[config.mk]
export PLATFORM = sky130hd
export DESIGN_NAME = pc_sequencer
export DESIGN_NICKNAME = d
export VERILOG_FILES = /design/src/rtl/pc_sequencer_pkg.sv /design/src/rtl/next_pc_logic.sv /design/src/rtl/pc_sequencer.sv
export SDC_FILE = /design/constraint.sdc
export NUM_CORES = 1
export LEC_CHECK = 0
export CAP_MARGIN = 20
export CORE_ASPECT_RATIO = 1.75
export CORE_UTILIZATION = 41
export CTS_CLUSTER_SIZE = 12
export DETAILED_ROUTE_END_ITERATION = 8
export HOLD_SLACK_MARGIN = 0.02
export PLACE_DENSITY = 0.78
export SKIP_LAST_GASP = 1
export SYNTH_ARGS = -nofsm -noshare
export SYNTH_HDL_FRONTEND = slang
export SYNTH_SLANG_ARGS = --single-unit
[constraint.sdc]
create_clock -name clk -period 3.7 [get_ports clk]
set_input_delay 0.74 -clock clk [delete_from_list [all_inputs] [get_ports clk]]
set_output_delay 0.74 -clock clk [all_outputs]
set_load 0.02 [all_outputs]
[src/rtl/pc_sequencer_pkg.sv]
// Shared CPU constants for the fetch sequencer: syscall service codes,
// the default reset vector and the run/halt state encoding.
package pc_sequencer_pkg;

  localparam logic [31:0] RESET_PC_DEFAULT = 32'h0000_0000;
  localparam logic [31:0] SYS_HALT_CODE    = 32'd10;
  localparam logic [31:0] SYS_DISP_CODE    = 32'd34;

  typedef enum logic {
    RUN  = 1'b0,
    HALT = 1'b1
  } seq_state_t;

endpackage

[src/rtl/next_pc_logic.sv]
// Combinational next-PC selection for jumps, register jumps and
// conditional branches; also reports whether a branch was taken.
module next_pc_logic (
  input  logic [31:0] pc_plus4,
  input  logic        Jmp,
  input  logic        Jr,
  input  logic        Beq,
  input  logic        Bne,
  input  logic        equal,
  input  logic [15:0] imm16,
  input  logic [25:0] target26,
  input  logic [31:0] rs_data,
  output logic [31:0] next_pc,
  output logic        taken
);

  logic [31:0] branch_off;

  assign taken      = (Beq & equal) | (Bne & ~equal);
  assign branch_off = {{14{imm16[15]}}, imm16, 2'b00};

  always_comb begin
    next_pc = pc_plus4;
    if (Jr && Jmp) begin
      next_pc = rs_data;
    end else if (Jmp) begin
      next_pc = {pc_plus4[31:28], target26, 2'b00};
    end else if (taken) begin
      next_pc = pc_plus4 + branch_off;
    end
  end

endmodule

[src/rtl/pc_sequencer.sv]
// PC register, syscall halt/resume and display latch, and the
// cycle/jump/branch statistics counters for the single-cycle CPU.
module pc_sequencer
  import pc_sequencer_pkg::*;
#(
  parameter logic [31:0] RESET_PC = RESET_PC_DEFAULT,
  parameter int unsigned IMEM_AW  = 10,
  parameter logic [31:0] SYS_HALT = SYS_HALT_CODE,
  parameter logic [31:0] SYS_DISP = SYS_DISP_CODE
) (
  input  logic               clk,
  input  logic               rst,
  input  logic               go,
  input  logic               Jmp,
  input  logic               Jr,
  input  logic               Beq,
  input  logic               Bne,
  input  logic               Syscall,
  input  logic               equal,
  input  logic [15:0]        imm16,
  input  logic [25:0]        target26,
  input  logic [31:0]        rs_data,
  input  logic [31:0]        v0_data,
  input  logic [31:0]        a0_data,
  output logic [31:0]        pc,
  output logic [31:0]        pc_plus4,
  output logic [IMEM_AW-1:0] imem_addr,
  output logic               halted,
  output logic [31:0]        led_data,
  output logic [31:0]        cycle_cnt,
  output logic [31:0]        jump_cnt,
  output logic [31:0]        branch_cnt
);

  seq_state_t  state;
  logic        go_q;
  logic        go_rise;
  logic [31:0] next_pc;
  logic        taken;

  assign pc_plus4  = pc + 32'd4;
  assign imem_addr = pc[IMEM_AW+1:2];
  assign halted    = (state == HALT);
  assign go_rise   = go & ~go_q;

  next_pc_logic u_next_pc (
    .pc_plus4 (pc_plus4),
    .Jmp      (Jmp),
    .Jr       (Jr),
    .Beq      (Beq),
    .Bne      (Bne),
    .equal    (equal),
    .imm16    (imm16),
    .target26 (target26),
    .rs_data  (rs_data),
    .next_pc  (next_pc),
    .taken    (taken)
  );

  always_ff @(posedge clk) begin
    if (rst) begin
      state      <= RUN;
      pc         <= RESET_PC;
      led_data   <= '0;
      cycle_cnt  <= '0;
      jump_cnt   <= '0;
      branch_cnt <= '0;
      go_q       <= 1'b0;
    end else begin
      // go_q tracks go in both states so a button held across HALT entry
      // must be released before it can resume.
      go_q <= go;
      case (state)
        RUN: begin
          cycle_cnt <= cycle_cnt + 32'd1;
          if (Jmp) jump_cnt <= jump_cnt + 32'd1;
          if (taken) branch_cnt <= branch_cnt + 32'd1;
          if (Syscall) begin
            pc <= pc_plus4;
            if (v0_data == SYS_HALT) begin
              state <= HALT;
            end else if (v0_data == SYS_DISP) begin
              led_data <= a0_data;
            end
          end else begin
            pc <= next_pc;
          end
        end
        HALT: begin
          if (go_rise) state <= RUN;
        end
        default: state <= RUN;
      endcase
    end
  end

endmodule

After elaboration in Yosys (flattened, before gate mapping)
Cells that the tools add are included.
{"block": "word_totals", "reg_bits": 162, "elab_cells": 34}
{"block": "op_classes", "muxes": 8, "add_sub_neg": 5, "reduce_logical": 4, "bitwise": 8, "n_eq_ne": 2}
{"cell": "$mux 32", "n": 4}
{"cell": "$add 32x1->32 const B", "n": 3}
{"cell": "$add 32x3->32 const B", "n": 1}
{"cell": "$add 32x32->32", "n": 1}
{"cell": "$eq 32x4->1 const B", "n": 1}
{"cell": "$eq 32x6->1 const B", "n": 1}
{"cell": "$not 1->1", "n": 4}
{"cell": "$reduce_and 2->1", "n": 2}
{"cell": "$reduce_and 4->1", "n": 1}
{"cell": "$and 1x1->1", "n": 3}
{"cell": "$mux 1", "n": 3}
{"cell": "$pmux 1 s2", "n": 1}
{"cell": "$logic_and 1x1->1", "n": 1}
{"cell": "$or 1x1->1", "n": 1}

Depth between registers and ports, before layout
{"block": "logic_depth", "word_depth": 7, "mapped_depth": 17, "depth_no_buf": 17}

Cells and area by module
A second synthesis with hierarchy kept.
{"block": "hier_totals", "hier_cells": 1304, "hier_area_um2": 10483.8}
{"mod": "pc_sequencer", "cells_per_inst": 946, "area_each_um2": 7988.9, "instances": 1}
{"mod": "next_pc_logic", "cells_per_inst": 358, "area_each_um2": 2494.9, "instances": 1}

Worst setup path before layout
Ideal clock, no wire load.
{"block": "synth_path", "path_type": "reg-to-reg", "start": "reg pc[2]", "end": "reg pc[31]", "period_less_slack_ns": 4.200, "slack_ns": -0.500, "arrival_ns": 4.083, "path_stages_with_launch": 17, "setup_time_ns": 0.117, "path_cell_list": "dfxtp_1 -> ha_1 -> nand2_1 -> nor3_1 -> and4_1 -> nand3_1 -> xnor2_1 -> ha_1 -> and4_1 -> and2_1 -> a221oi_1 -> o21ai_2 -> a22oi_2 -> xor2_1 -> nor2_1 -> or3_1 -> a32o_1"}
{"block": "synth_via", "elab_chain_cells": 6}
{"item": "start, declared", "line": "pc_sequencer.sv:25", "text": "output logic [31:0] pc,"}
{"item": "start signal, assigned", "line": "pc_sequencer.sv:79", "text": "pc <= pc_plus4;"}
{"item": "start signal, assigned", "line": "pc_sequencer.sv:86", "text": "pc <= next_pc;"}
{"item": "$add 32x3->32", "line": "pc_sequencer.sv:41", "text": "assign pc_plus4 = pc + 32'd4;"}
{"item": "named net pc_plus4[20]", "line": "pc_sequencer.sv:26", "text": "output logic [31:0] pc_plus4,"}
{"item": "$add 32x32->32", "line": "next_pc_logic.sv:29", "text": "next_pc = pc_plus4 + branch_off;"}
{"item": "$mux 32", "line": "next_pc_logic.sv:28", "text": "end else if (taken) begin"}
{"item": "$mux 32", "line": "next_pc_logic.sv:26", "text": "end else if (Jmp) begin"}
{"item": "$mux 32", "line": "next_pc_logic.sv:24", "text": "if (Jr && Jmp) begin"}
{"item": "$mux 32", "line": "pc_sequencer.sv:78", "text": "if (Syscall) begin"}
The timed path passes the listed nets, and every way through them passes these cells.
A chain may end at the register's enable or synchronous reset.

Worst setup path in the final report
{"block": "layout_path", "start": "reg pc[3]", "end": "out pc_plus4[26]"}
{"block": "layout_via", "elab_chain_cells": 1}
{"item": "$add 32x3->32", "line": "pc_sequencer.sv:41"}
{"item": "end, declared", "line": "pc_sequencer.sv:26"}
No other way between the ends.

==> run summary <==
Ys Warns: 0
Min-Delay Path Depth: 2
routed len/inst: 18.0 um
GRT Overall Usage: 27.5%
Post-DRT Antenna Nets: 0
Clock Latency Late Sink: 450 ps
Max Slew Vio Count: 0
Post-CTS Hold Buffers: 0
worst-case vdd ir drop: 428 uV
commonest non-fill, non-tap cell in the layout: clkdlybuf4s50_1
end of the worst register-to-register path: pc[31]
initial drt markers: 583
IO Port Bufs: 349
Netlist cell types: 75
Post-Syn Area: 9580 um^2
busiest grt layer: met2
clock sinks: 162
layout cells sized above 1: 13.5%
P&R area growth vs syn: 54.8%
critical path type: reg2out
post-route cell area: 14800 um^2
DRT Pass-1 Iters: 5
clk buf depth: 2
Hold/Removal Path Class: reg2reg
H-tree depth: 4
Avg Vias per Cell: 5.42
Placer Congestion: 0.950
Relative slew margins: 46.8%
initial antenna violation count: 0
mux contribution to synthesized area: 5.98%
placed inst area: 14000 um^2
crit-path cells: ha_1 > nand2_1 > nor3_2 > buf_4 > nand3_2 > or3_1 > xnor2_2 > buf_4 > clkdlybuf4s50_1
Worst Hold Endpoint: pc[15]
Cell Rows: 73
Buf/Inv on CP: 3
Post-route DRC: 0
CP Data Arrival Time: 2880 ps
Die Area: 24000 um^2
simple-gate area share of the yosys netlist: 23.6%
CP max stage cell: clkdlybuf4s50_1
Tcrit/Tclk final: 97.7%
syn_nets: 1365
adder-cell area share of the yosys netlist: 5.30%
CTS tree: yes
post-DP HPWL: 26100 um
Power Density: 329 nW/um^2
met2 usage: 51.9%
Core ar.: 22800 um^2
first-pass GRT wire length: 52200 um
Crit path max-delay family: buffers and inverters
Setup Viol. Count Final: 0
Mapped Cells: 1178
clock-pin slew on the worst setup and hold paths: 70 ps
r2r startpoint: pc[14]
grt met3 use: 6.00%
Tmin final: 3620 ps
Worst Skew: 12.5 ps
CTS Buf Count: 17
status: finished, final reports clean
Mean Syn Cell Area: 8.14 um^2
Die Wd: 118 um
post-layout util: 65.0%
number of global-route vias before repair: 10200
Worst path max stage delay: 610 ps
Crit path top cell by count: buf_4
r2r worst-path depth: 16
ant diodes: 0
CP endpoint kind: primary output
Worst Tran Pin Value: 799 ps
IO Count: 350
Crit path required time: 2960 ps
met1 usage: 27.9%
EDFF count, synth: 0
XOR/XNOR share of the synthesized area: 12.5%
Hold Crit Start: pc[15]
Final #Nets: 1771
register-to-register setup slack: 110 ps
#FFs+latches synth: 162
max frequency: 276 MHz
CP Launch Type: flip-flop
Compound-Gate Fraction of Synth Area: 14.4%
max cap viols: 0
Final Hold Vio Count: 0
number of fill cells: 1902
clock root buffer master: clkbuf_16
GRT overflow: 0
commonest cells after routing, fill and taps aside: clkdlybuf4s50_1, nor2_1, dfxtp_1
main combinational cell family by area after synthesis: simple AND/OR/NAND/NOR gates
total power: 4.87 mW
ys flop type: dfxtp_1
unrepaired setup endpoints after global routing: true
Die Height: 204 um
worst-path maximum fanout: 4
Leakage: 5.74 nW
largest net degree at the start of global routing: 79
vias: 10300
post-synthesis sequential area ratio: 33.8%
Initial Util: 42.0%
total wire length: 34100 um
FFs w/ async S/R, synth: 0%
[logic make-up after synthesis]
family / count (synthesis)
buffers and inverters: 97
multiplexers: 57
XOR/XNOR: 137
flip-flops: 162
adder cells (fa/ha/maj): 40
AND/OR/NAND/NOR: 471
AO/OA/AOI/OAI: 214
[power breakdown]
part           switching (mW)  total [mW]  internal, mW  leakage (nW)
combinational           0.637        1.25         0.618          4.13
sequential             0.0429        1.83          1.78          1.32
clock                   0.789        1.79          1.00         0.289
[Yosys cell counts, drive strengths merged, types with 8 or more instances]
cell type  instances  area share (%)
xnor2             54             4.9
nor2b             11            0.74
nor4               8            0.74
buf               22             1.4
nor2             188             7.5
nand2             99             3.9
a211oi            14             1.1
clkbuf            38             1.5
nand4             23             1.6
inv               36             1.4
and3              28             1.8
a22oi             10            0.84
ha                39             5.1
nor3              17             1.1
o221ai             8            0.73
a21o               9            0.70
o21ai             52             2.8
xor2              83             7.6
dfxtp            162              34
mux2i             55             5.7
or3               12            0.78
a21oi             74             3.9
and4              11             1.0
nand3             51             2.8
[per-layer routing]
metal / wire length, um / vias to the layer above
li1: - / 4912
met1: 12600 / 4889
met2: 17900 / 383
met3: 2150 / 98
met4: 1490 / 0
met5: 0 / -
[tightest hold or removal path: stages, from the launching register on]
cell and delay, ps:
dfxtp_2 330, nand2_1 50, nand2_1 40
[per-stage QoR]
step	hold slack (ps)	setup slack [ps]	setup TNS [ps]	cells
2_1_floorplan	483	1.24	0	1178
3_3_place_gp	437	-77.3	-94.0	1860
3_5_place_dp	442	-68.4	-95.0	1860
4_1_cts	452	14.8	0	1892
5_1_grt	481	-85.8	-262	1897
6_report	461	83.3	0	1897
[registers in the layout, summed over array words and instances (netlist names)]
name,count
jump_cnt,32
led_data,32
pc,32
halted,1
go_q,1
branch_cnt,32
cycle_cnt,32
[area by class of cell]
cell class | instances | area (um^2) | area share (%)
clock inverters | 14 | 151 | 1.02
inverters | 37 | 139 | 0.936
multi-input cells | 919 | 6220 | 41.9
repair buffers | 447 | 4250 | 28.7
well taps | 300 | 375 | 2.53
flip-flops and latches | 162 | 3270 | 22.0
clock buffers | 18 | 429 | 2.89
[how the worst max path moves through the flow]
| stage | startpoint | end | cells after the start | slack, ps |
|---|---|---|---|---|
| floorplan | pc[2] | pc[31] | 16 | 1 |
| global placement | imm16[0] | pc[30] | 13 | -80 |
| detailed placement | imm16[0] | pc[30] | 13 | -70 |
| CTS | pc[14] | pc[31] | 16 | 10 |
| global route | pc[14] | pc[31] | 16 | -90 |
| finish | pc[3] | pc_plus4[26] | 9 | 80 |
[what timing repair did]
| action | CTS | global route |
|---|---|---|
| pin swaps | 0 | 24 |
| gates resized for setup | 1 | 34 |
| buffers inserted | 0 | 5 |
| hold endpoints to repair | 0 | 0 |
| setup endpoints to repair | 2 | 12 |
(Power assumes the default switching activity.)
==> RTL change (config.mk and constraints unchanged) <==
Change the parameter `IMEM_AW` from 10 to 11.
--- a/src/rtl/pc_sequencer.sv
+++ b/src/rtl/pc_sequencer.sv
@@ -5,5 +5,5 @@
 #(
   parameter logic [31:0] RESET_PC = RESET_PC_DEFAULT,
-  parameter int unsigned IMEM_AW  = 10,
+  parameter int unsigned IMEM_AW  = 11,
   parameter logic [31:0] SYS_HALT = SYS_HALT_CODE,
   parameter logic [31:0] SYS_DISP = SYS_DISP_CODE
Interface: changed (resized imem_addr); port bits go from 350 to 351. The function was not compared with the original's and may differ.
==> RTL change against the unedited design <==
Final area is 1.0% higher; first-iteration DRC count is 7.4% higher; setup slack better by 0.014 ns; non-clock buffer count is 6 higher; routed wire length is 2.0% higher; fmax is 0.38% higher; synthesized area hardly changed; sequential cell count stayed put; power is 0.97% higher; critical endpoint is now pc_plus4[30]; largest cell class unchanged; largest power group unchanged.
==> RTL change: results (changes against the unedited design) <==
[detailed_routing]
dr_wl_met3_um=2160  ; +0.37%
via_count=10300  ; +0.29%
routedWlPerCell_um=18.3  ; +1.7%
dr_wl_met2_um=18000  ; +0.49%

[timing]
setup_slack_ns=0.0971  ; +0.0138 ns
clock_skew_ns=0.0117  ; -0.000847 ns

[critical_path]
reg2reg_to=pc[29]
slowest_delay_ns=0.59  ; -0.02 ns
crit_end=pc_plus4[30]
reg2reg_depth=18  ; +2

[global_routing]
grt_max_degree=85  ; +7.6%
grt_pass1_vias=10300  ; +0.76%
gr-usage-met1=0.304  ; +0.0256
grt_use_total=0.282  ; +0.00668
grt_pass1_wl_um=53600  ; +2.7%
use_met3=0.0592  ; -0.000837
met2_usage=0.504  ; -0.0146

[clock_network]
clk_latency_ns=0.43  ; -0.02 ns
cts_resized=4  ; +3

[pwr]
power_switching_share=0.301  ; -0.000502
ir_drop_mv=0.301  ; -30%
p_leak_nw=5.76  ; +0.30%

[placed_design]
dp_hpwl_um=26500  ; +1.8%
placedInstanceArea_mm2=0.0141  ; +0.16%
gp_congestion=0.956  ; +0.67%
pre_cts_ws_ns=-0.0909  ; -0.0226 ns

[final_layout]
nNetsFinal=1777  ; +0.34%
drive_gt1_frac=0.148  ; +0.0127

[yosys]
seq_area_frac_synth=0.338  ; about the same
synth_top_cells_by_area=dfxtp_1, xor2_1, nor2_1
synth_nets=1366  ; +0.073%

[status]
status=completed

[RTL change: changes by cell type after synthesis]
| cell | before | now |
|---|---|---|
| buf_4 | 13 | 14 |
[RTL change: cell families (layout without fill, tap and decap cells)]
family	Yosys count	count (layout)	share of synthesized area
AO/OA/AOI/OAI	214	214	0.144
XOR/XNOR	137	137	0.125
adder cells (fa/ha/maj)	40	40	0.0530
buffers and inverters	98	521	0.0444
flip-flops	162	162	0.338
multiplexers	57	57	0.0597
AND/OR/NAND/NOR	471	471	0.236
[RTL change: per-stage QoR]
stage	TNS [ns]	std cells	hold slack [ns]
after floorplan	0	1179	0.483
after global placement	-0.0881	1861	0.438
after detailed placement	-0.122	1861	0.441
after CTS	0	1892	0.451
after global routing	-0.0857	1902	0.484
final	0	1902	0.461
[RTL change: final cells by class]
type | instances | area [um^2]
clock buffers | 18 | 439
clock inverters | 13 | 148
fillers | 1921 | 7850
inverters | 37 | 139
multi-input cells | 919 | 6310
flip-flops and latches | 162 | 3270
well taps | 300 | 375
repair buffers | 453 | 4310
